$ cat src/rtl/leaderboard_recorder_if.sv
// Bundles the game-side and renderer-side signals of the high-score table.
//   sec      : live score from the game timer
//   lose     : level, high while game-over
//   clr      : table clear request
//   rd_idx   : entry to read, 0 = best
//   rd_score : registered binary score of the addressed entry
//   rd_bcd   : registered BCD of the addressed entry, most significant digit in the MSBs
//   busy     : engine inserting or converting
//   done     : one-cycle pulse when the BCD cache is coherent again
//   new_rank : rank of the last insertion, DEPTH when not placed
//   dropped  : sticky, a game-over edge arrived while busy
// master drives the requests (game/renderer side); slave is the recorder.
interface leaderboard_recorder_if #(
  parameter int SCORE_W = 10,
  parameter int DIGITS  = 3
);
  logic [SCORE_W-1:0]  sec;
  logic                lose;
  logic                clr;
  logic [2:0]          rd_idx;
  logic [SCORE_W-1:0]  rd_score;
  logic [4*DIGITS-1:0] rd_bcd;
  logic                busy;
  logic                done;
  logic [3:0]          new_rank;
  logic                dropped;

  modport master (
    output sec, lose, clr, rd_idx,
    input  rd_score, rd_bcd, busy, done, new_rank, dropped
  );

  modport slave (
    input  sec, lose, clr, rd_idx,
    output rd_score, rd_bcd, busy, done, new_rank, dropped
  );
endinterface

$ cat src/rtl/leaderboard_recorder.sv
// Sorted high-score table with a sequential double-dabble BCD cache.
// Ports:
//   clk : system clock
//   rst : asynchronous, active-high reset
//   bus : leaderboard_recorder_if.slave (score input, game-over level, clear,
//         registered read port, busy/done/new_rank/dropped status)
// Each rising edge of lose inserts the held score once; afterwards every
// entry is reconverted to BCD, one bit per cycle, SCORE_W cycles per entry.
module leaderboard_recorder #(
  parameter int SCORE_W = 10,
  parameter int DEPTH   = 3,
  parameter int DIGITS  = 3
) (
  input  logic                  clk,
  input  logic                  rst,
  leaderboard_recorder_if.slave bus
);

  function automatic longint pow10(input int n);
    longint r;
    r = 1;
    for (int i = 0; i < n; i++) r = r * 10;
    return r;
  endfunction

  localparam int     BCD_W    = 4 * DIGITS;
  localparam int     SR_W     = BCD_W + SCORE_W;
  localparam int     BC_W     = (SCORE_W > 1) ? $clog2(SCORE_W) : 1;
  localparam longint MAX_L    = pow10(DIGITS) - 1;
  localparam bit     SAT_ON   = MAX_L < (longint'(1) << SCORE_W);
  // When every SCORE_W value fits in DIGITS digits, the threshold is all ones
  // so the saturation compare can never fire.
  localparam logic [SCORE_W-1:0] MAX_DISP = SAT_ON ? SCORE_W'(MAX_L) : '1;

  // One double-dabble step: +3 on any BCD nibble >= 5, then shift left.
  function automatic logic [SR_W-1:0] dd_step(input logic [SR_W-1:0] s);
    logic [SR_W-1:0] r;
    r = s;
    for (int d = 0; d < DIGITS; d++)
      if (r[SCORE_W+4*d +: 4] >= 4'd5)
        r[SCORE_W+4*d +: 4] = r[SCORE_W+4*d +: 4] + 4'd3;
    return {r[SR_W-2:0], 1'b0};
  endfunction

  function automatic logic [BCD_W-1:0] sat_bcd(input logic [SCORE_W-1:0] v,
                                               input logic [BCD_W-1:0]   b);
    return (v > MAX_DISP) ? {DIGITS{4'h9}} : b;
  endfunction

  typedef enum logic [1:0] {IDLE, INSERT, CONVERT} state_t;

  state_t             state;
  logic [SCORE_W-1:0] tbl   [DEPTH];
  logic [BCD_W-1:0]   cache [DEPTH];
  logic [SCORE_W-1:0] grade;
  logic               lose_d;
  logic               ev;
  logic [2:0]         e;
  logic [BC_W-1:0]    bcnt;
  logic [SR_W-1:0]    sr;
  logic [SR_W-1:0]    sr_next;
  logic [SCORE_W-1:0] cur;
  logic [BCD_W-1:0]   bcd_new;
  logic [SCORE_W-1:0] ins_tbl [DEPTH];
  logic [SCORE_W-1:0] shifted [DEPTH];
  logic [3:0]         ins_rank;
  logic               ins_hit;
  logic [SCORE_W-1:0] rd_score_p0, rd_score_p1;
  logic [BCD_W-1:0]   rd_bcd_p0, rd_bcd_p1;
  logic               busy_r, done_r, dropped_r;
  logic [3:0]         new_rank_r;

  assign ev = bus.lose & ~lose_d;

  // Insertion point: descending scan leaves the lowest matching index, so a
  // new score lands above an existing equal entry.
  always_comb begin
    ins_hit  = 1'b0;
    ins_rank = 4'(DEPTH);
    for (int i = DEPTH - 1; i >= 0; i--)
      if (grade >= tbl[i]) begin
        ins_hit  = 1'b1;
        ins_rank = 4'(i);
      end
    shifted[0] = grade;
    for (int i = 1; i < DEPTH; i++) shifted[i] = tbl[i-1];
    for (int i = 0; i < DEPTH; i++) begin
      if (!ins_hit || (4'(i) < ins_rank)) ins_tbl[i] = tbl[i];
      else if (4'(i) == ins_rank)         ins_tbl[i] = grade;
      else                                ins_tbl[i] = shifted[i];
    end
  end

  always_comb begin
    cur = '0;
    for (int i = 0; i < DEPTH; i++)
      if (e == 3'(i)) cur = tbl[i];
    // The first bit of each entry loads the binary value straight from the table.
    sr_next = dd_step((bcnt == '0) ? {{BCD_W{1'b0}}, cur} : sr);
    bcd_new = sat_bcd(cur, sr_next[SR_W-1 -: BCD_W]);
  end

  always_comb begin
    rd_score_p0 = '0;
    rd_bcd_p0   = '0;
    for (int i = 0; i < DEPTH; i++)
      if (bus.rd_idx == 3'(i)) begin
        rd_score_p0 = tbl[i];
        rd_bcd_p0   = cache[i];
      end
  end

  // p0 -> p1: read port register; FSM and table state.
  always_ff @(posedge clk or posedge rst) begin
    if (rst) begin
      state       <= IDLE;
      for (int i = 0; i < DEPTH; i++) begin
        tbl[i]   <= '0;
        cache[i] <= '0;
      end
      grade       <= '0;
      lose_d      <= 1'b0;
      e           <= '0;
      bcnt        <= '0;
      sr          <= '0;
      rd_score_p1 <= '0;
      rd_bcd_p1   <= '0;
      busy_r      <= 1'b0;
      done_r      <= 1'b0;
      dropped_r   <= 1'b0;
      new_rank_r  <= 4'(DEPTH);
    end else begin
      lose_d      <= bus.lose;
      if (!bus.lose) grade <= bus.sec;
      rd_score_p1 <= rd_score_p0;
      rd_bcd_p1   <= rd_bcd_p0;
      done_r      <= 1'b0;
      if (ev && (state != IDLE)) dropped_r <= 1'b1;
      case (state)
        IDLE: begin
          if (ev) begin
            state  <= INSERT;
            busy_r <= 1'b1;
          end else if (bus.clr) begin
            for (int i = 0; i < DEPTH; i++) tbl[i] <= '0;
            dropped_r <= 1'b0;
            e         <= '0;
            bcnt      <= '0;
            state     <= CONVERT;
            busy_r    <= 1'b1;
          end
        end
        INSERT: begin
          for (int i = 0; i < DEPTH; i++) tbl[i] <= ins_tbl[i];
          new_rank_r <= ins_rank;
          e          <= '0;
          bcnt       <= '0;
          state      <= CONVERT;
        end
        CONVERT: begin
          sr <= sr_next;
          if (bcnt == BC_W'(SCORE_W - 1)) begin
            for (int i = 0; i < DEPTH; i++)
              if (e == 3'(i)) cache[i] <= bcd_new;
            bcnt <= '0;
            if (e == 3'(DEPTH - 1)) begin
              state  <= IDLE;
              busy_r <= 1'b0;
              done_r <= 1'b1;
            end else begin
              e <= e + 3'd1;
            end
          end else begin
            bcnt <= bcnt + 1'b1;
          end
        end
        default: state <= IDLE;
      endcase
    end
  end

  assign bus.rd_score = rd_score_p1;
  assign bus.rd_bcd   = rd_bcd_p1;
  assign bus.busy     = busy_r;
  assign bus.done     = done_r;
  assign bus.new_rank = new_rank_r;
  assign bus.dropped  = dropped_r;

endmodule

$ cat src/flat_wrapper.sv
// flat-port wrapper written by rule: the top's interface ports become plain ports
module leaderboard_recorder_flat 
#(
  parameter int SCORE_W = 10,
  parameter int DEPTH   = 3,
  parameter int DIGITS  = 3
)
  (clk, rst, bus_sec, bus_lose, bus_clr, bus_rd_idx, bus_rd_score, bus_rd_bcd, bus_busy, bus_done, bus_new_rank, bus_dropped);
  leaderboard_recorder_if #(.SCORE_W(SCORE_W), .DIGITS(DIGITS)) bus_i ();
  input  logic clk;
  input  logic rst;
  input wire logic [$bits(bus_i.sec)-1:0] bus_sec;
  input wire logic [$bits(bus_i.lose)-1:0] bus_lose;
  input wire logic [$bits(bus_i.clr)-1:0] bus_clr;
  input wire logic [$bits(bus_i.rd_idx)-1:0] bus_rd_idx;
  output wire logic [$bits(bus_i.rd_score)-1:0] bus_rd_score;
  output wire logic [$bits(bus_i.rd_bcd)-1:0] bus_rd_bcd;
  output wire logic [$bits(bus_i.busy)-1:0] bus_busy;
  output wire logic [$bits(bus_i.done)-1:0] bus_done;
  output wire logic [$bits(bus_i.new_rank)-1:0] bus_new_rank;
  output wire logic [$bits(bus_i.dropped)-1:0] bus_dropped;
  assign bus_i.sec = bus_sec;
  assign bus_i.lose = bus_lose;
  assign bus_i.clr = bus_clr;
  assign bus_i.rd_idx = bus_rd_idx;
  assign bus_rd_score = bus_i.rd_score;
  assign bus_rd_bcd = bus_i.rd_bcd;
  assign bus_busy = bus_i.busy;
  assign bus_done = bus_i.done;
  assign bus_new_rank = bus_i.new_rank;
  assign bus_dropped = bus_i.dropped;
  leaderboard_recorder #(.SCORE_W(SCORE_W), .DEPTH(DEPTH), .DIGITS(DIGITS)) u_core (.clk(clk), .rst(rst), .bus(bus_i));
endmodule
$ cat config.mk
export PLATFORM = sky130hd
export DESIGN_NAME = leaderboard_recorder_flat
export DESIGN_NICKNAME = d
export VERILOG_FILES = /design/src/rtl/leaderboard_recorder_if.sv /design/src/rtl/leaderboard_recorder.sv /design/src/flat_wrapper.sv
export SDC_FILE = /design/constraint.sdc
export NUM_CORES = 1
export LEC_CHECK = 0
export CORE_ASPECT_RATIO = 0.9
export CORE_MARGIN = 2
export CORE_UTILIZATION = 51
export CTS_CLUSTER_DIAMETER = 50
export DETAILED_ROUTE_END_ITERATION = 10
export GPL_TIMING_DRIVEN = 0
export PLACE_DENSITY_LB_ADDON = 0.15
export SLEW_MARGIN = 15
export SYNTH_ARGS = -nofsm -noshare
export SYNTH_HDL_FRONTEND = slang
export SYNTH_SLANG_ARGS = --single-unit
$ cat constraint.sdc
create_clock -name clk -period 5.7 [get_ports clk]
set_input_delay 0.855 -clock clk [delete_from_list [all_inputs] [get_ports clk]]
set_output_delay 0.855 -clock clk [all_outputs]
set_load 0.01 [all_outputs]
Word-level counts from Yosys, hierarchy flattened
Index checks and enable logic that the tools add are counted. W data, S select, Z words.

Bits in registers: 136. Input bits: 17. Output and inout port bits: 29. Logic and storage cells: 130.

Add/sub/neg operators: 5. Order comparisons: 10. Equal/unequal tests: 18. Muxes and demuxes: 54. Bitwise operators: 2. Reductions and logical operators: 23.

Operator list (count): $mux W10 (11); $mux W30 (2); $pmux W30 S2 (1); $mux W12 (4); $ge A10 B10 Y1 (3); $mux W22 (1); $mux W4 (5); $reduce_and A4 Y1 (4); $mux W1 (15); $mux W3 (5); $reduce_and A3 Y1 (5); $ge A4 B3 Y1 const B (3); $mux W2 (6); $ne A2 B2 Y1 const B (6); $pmux W4 S3 (1); $gt A10 B10 Y1 const B (1); $pmux W3 S3 (1); $add A4 B2 Y4 const B (2); $eq A3 B1 Y1 const B (2); $eq A3 B2 Y1 const B (2); $logic_not A3 Y1 (2); $pmux W2 S3 (1); $reduce_bool A2 Y1 (3); $reduce_and A5 Y1 (1); 21 further kinds (25).

Longest topological paths before layout
Depth in word-level cells: 8. Gate-level depth with buffers: 13. Gate-level depth less buffers: 12.

Worst setup path before layout
OpenSTA, ideal clock, no wires.

Kind: register to register. Start: register u_core.bcnt[0]. End: register u_core.cache[14] (netlist name). Library setup time: 0.121 ns. Data arrival time: 2.283 ns. Required time: 5.579 ns. Path slack: 3.296 ns. Cell stages (with the launch flop): 13. Path buffers: 1. Period minus slack after synthesis: 2.404 ns. Cell sequence: dfrtp_1 -> inv_1 -> ha_1 -> nand2_1 -> clkbuf_1 -> nand2_1 -> ha_1 -> nand2b_1 -> a21oi_1 -> nor2_1 -> a21oi_1 -> nor2_1 -> a22o_1.

Longest elaborated chain between the ends: 5. Elaborated cells between the ends (all ways): 8. Classes of those cells: add/sub: 1; order compare: 1; eq/ne: 1; mux: 3; reduce/logical: 2.

RTL lines: start, declared (line leaderboard_recorder.sv:59) `logic [BC_W-1:0] bcnt;`; start signal, assigned (line leaderboard_recorder.sv:174) `bcnt <= bcnt + 1'b1;`; $logic_not A4 Y1 (line leaderboard_recorder.sv:99) `sr_next = dd_step((bcnt == '0) ? {{BCD_W{1'b0}}, cur} : sr);`; $mux W22 (line leaderboard_recorder.sv:99); $add A4 B2 Y4 or $ge A4 B3 Y1 (tied branches) (line leaderboard_recorder.sv:41, leaderboard_recorder.sv:40); $mux W4 (line leaderboard_recorder.sv:40) `if (r[SCORE_W+4*d +: 4] >= 4'd5)`; $mux W12 (line leaderboard_recorder.sv:47) `return (v > MAX_DISP) ? {DIGITS{4'h9}} : b;`; end signal, assigned by index (line leaderboard_recorder.sv:164) `if (e == 3'(i)) cache[i] <= bcd_new;`; end, declared (line leaderboard_recorder.sv:54) `logic [BCD_W-1:0] cache [DEPTH];`.

Several ways; a longest one is shown, not always the timed one. A chain may end at the register's enable or synchronous reset.

Final worst setup path
Start: register u_core.bcnt[0]. End: register u_core.cache[26] (netlist name).

Same word-level chain as after synthesis.

==> metrics <==
flop2flop setup slack=2.80 ns; Achievable Freq=0.344 GHz; Adder-Cell Fraction of Synth Area=7.62%; Worst Skew=0.00585 ns; Pwr Density=431 nW/µm²; synthesized area per cell=9.18 µm²; Worst-path clk slew=0.06 ns; leading area contributor after synthesis=dfrtp_1; area share of the largest cell type after synthesis=46.8%; first-pass GRT wire length=30.2 mm; global-route usage over all layers=26.3%; HPWL Detailed=13.1 mm; FF-to-FF Start=u_core.bcnt[0]; delay-heaviest family, CP=simple AND/OR/NAND/NOR gates; Hold Violations, Final=0; core area=13400 µm²; layout cells sized above 1=6.28%; Final Critical Period=2.90 ns; # setup viols final=0; critical path launch point type=register; status=complete, no violations; Post-CTS Setup Bufs=0; Synth async-reset ratio=100%; WL/cell=17.9 µm; via count=6044; met3 Usage GRT=5.82%; Worst-Margin Slew=0.902 ns; top cells by area, synth=dfrtp_1 47%, ha_1 7.6%, nand2_1 5.1%; hold path cells=2; main combinational cell family by area after synthesis=compound AO/OA/AOI/OAI gates; RSZ-0062 raised after global routing=no; CP max stage delay=0.42 ns; FILL cells=1162; Yosys reg bits=134; Initial Util=52.6%; max cap viols=0; Die X-Extent=128 µm; CP Depth=12; hold path start=u_core.bus.new_rank[0]; sequential area share after synthesis=47.5%; grt total ovfl=0; via density per instance=5.97; Hold EP=u_core.bus.new_rank[0]; CP Buf/Inv Count=2; post-synthesis simple-gate area fraction=15.9%; number of CTS-inserted buffers=17; GP Congestion=0.946; XOR/XNOR share of the synthesized area=0.496%; Hold Path Class=register to register; Hold Buf Count CTS=0; largest net degree at the start of global routing=88; # diodes=0; post-CTS resize count=0; Root Buffer=clkbuf_16; GR Util met1=32.8%; Area Overhead vs Synth=17.5%; First DRT Iteration DRCs=383; Slew Limit Fails=0; FP Rows=40; relative slew slack=39.9%; commonest non-fill, non-tap cell in the layout=dfrtp_1; PortBufs=41; clk sinks=134; crit path kind=register to register; Compound-Gate Fraction of Synth Area=17.7%; cell count of the worst reg-to-reg path=12; I/O pin cnt=46; reg-to-reg critical path endpoint=u_core.cache[26]; leakage power=3.66 nW; M2 GR Usage=44.5%; highest-count cells in the layout ignoring fill and taps=132 x dfrtp_1, 95 x nand2_1, 87 x nor2_1; final wirelength=18.1 mm; GRT Max-Usage Layer=met2; CP required=6.00 ns; initial antenna violation count=0; Critical-path top delay cell=dfrtp_1; Ys Warns=0; endpoint type of the worst setup path=register; Routed Antenna Nets=0; Distinct cells, synth=52; Die ar.=14800 µm²; fin crit share=51.0%; VDD IR-drop max=231 µV; Die Ht=116 µm; clk_lat worst skew=0.42 ns; Cell Area, Synth=7060 µm²; Synth Instances=769; CTS tree=yes; Fin Setup TNS=0 ns; number of synthesized flops with an enable pin=0; H-tree depth=4; DRT Pass-1 Iters=5; crit path DAT=3.21 ns; Placement Setup Slack=2.78 ns; crit-path cells=inv_1, ha_1, nand2_1, clkbuf_1, nand2_1, ha_1, nand2b_1, a21oi_1, nor2_1, a21oi_1, nor2_1, a22o_1; vias in the first global route=5950; ys flop type=dfrtp_1; final hold slack=0.472 ns; Final Net Count=891; multiplexer share of the synthesized area=5.17%; DRC Markers=0; Max FO, Critical Path=10; CTS Buffer Depth=2; setup ws final=2.80 ns
## how the worst max path moves through the flow
stage	from	end	slack (ns)
2_1_floorplan	rst	u_core.bcnt[0]	1.27
3_3_place_gp	rst	u_core.tbl[8]	-0.54
3_5_place_dp	bus_lose	u_core.shifted[13]	2.78
4_1_cts	u_core.bcnt[0]	u_core.cache[26]	2.78
5_1_grt	u_core.bcnt[0]	u_core.cache[26]	2.42
6_report	u_core.bcnt[0]	u_core.cache[26]	2.80
## worst reg2reg max path: cells and delay by family (launching register included)
kind                       cells  cell delay, ns
buffers and inverters          2            0.49
adders and majority gates      2            0.42
AOI/OAI and AO/OA              3            0.72
and+or+nand+nor                5            0.73
DFF                            1            0.42
## state kept, by name, indices dropped and copies added (netlist names), 2 cells and up
name                 flops
u_core.e                 3
u_core.grade            10
u_core.tbl              10
u_core.state             2
u_core.cache            36
u_core.bcnt              4
u_core.bus.new_rank      2
u_core.shifted          20
u_core.sr               21
u_core.bus.rd_bcd       12
u_core.bus.rd_score     10
## synthesized netlist by cell type (all sizes together), types with 2 or more instances
library cell / count
a211o: 2
a211oi: 8
a21o: 2
a21oi: 67
a221o: 10
a221oi: 3
a22o: 3
a31oi: 8
a41oi: 3
and2: 5
buf: 8
clkbuf: 37
dfrtp: 132
dfstp: 2
ha: 43
inv: 54
mux2: 12
mux2i: 23
nand2: 95
nand2b: 9
nand3: 13
nand3b: 7
nand4: 7
nor2: 87
nor2b: 4
nor3: 27
o2111ai: 2
o211ai: 7
o21ai: 47
o221ai: 10
o22a: 7
o31ai: 4
o32ai: 3
xnor2: 4
## layer usage
layer | routed length [µm] | part of all wire, %
met2 | 8900 | 49
met3 | 1020 | 5.6
met4 | 616 | 3.4
met1 | 7610 | 42
met5 | 0 | 0
## metrics by stage
stage          instance area [µm²]  util (%)  cells  total power (W)
6_report                      8300      61.8   1012          0.00358
5_1_grt                       8300      61.8   1012          0.00382
4_1_cts                       8300      61.8   1012          0.00359
3_5_place_dp                  7720      57.5    980          0.00251
3_3_place_gp                  7680      57.3    979          0.00244
2_1_floorplan                 7060         -    770          0.00213
## final cells by class
class	count	area, µm²	area share (%)
inverters	55	211	2.55
multi-input cells	536	3310	40.0
well taps	168	210	2.53
clock buffers	23	478	5.76
clock inverters	9	100	1.21
flip-flops and latches	134	3360	40.5
plain buffers	45	188	2.26
repair buffers	42	438	5.28
## report_power, final
group	leakage, nW	switching, W	total, W	internal [W]
clock	0.283	0.000400	0.00107	0.000674
combinational	1.59	0.000743	0.00118	0.000436
sequential	1.79	0.000165	0.00133	0.00116
## kinds of logic (layout without fill, tap and decap cells)
logic type	count (synthesis)	after routing
AO/OA/AOI/OAI	194	194
XOR/XNOR	4	4
adder cells (fa/ha/maj)	43	43
buffers and inverters	100	174
flip-flops	134	134
multiplexers	35	35
other	1	2
AND/OR/NAND/NOR	258	258
Power figures use the tool's default switching activity.
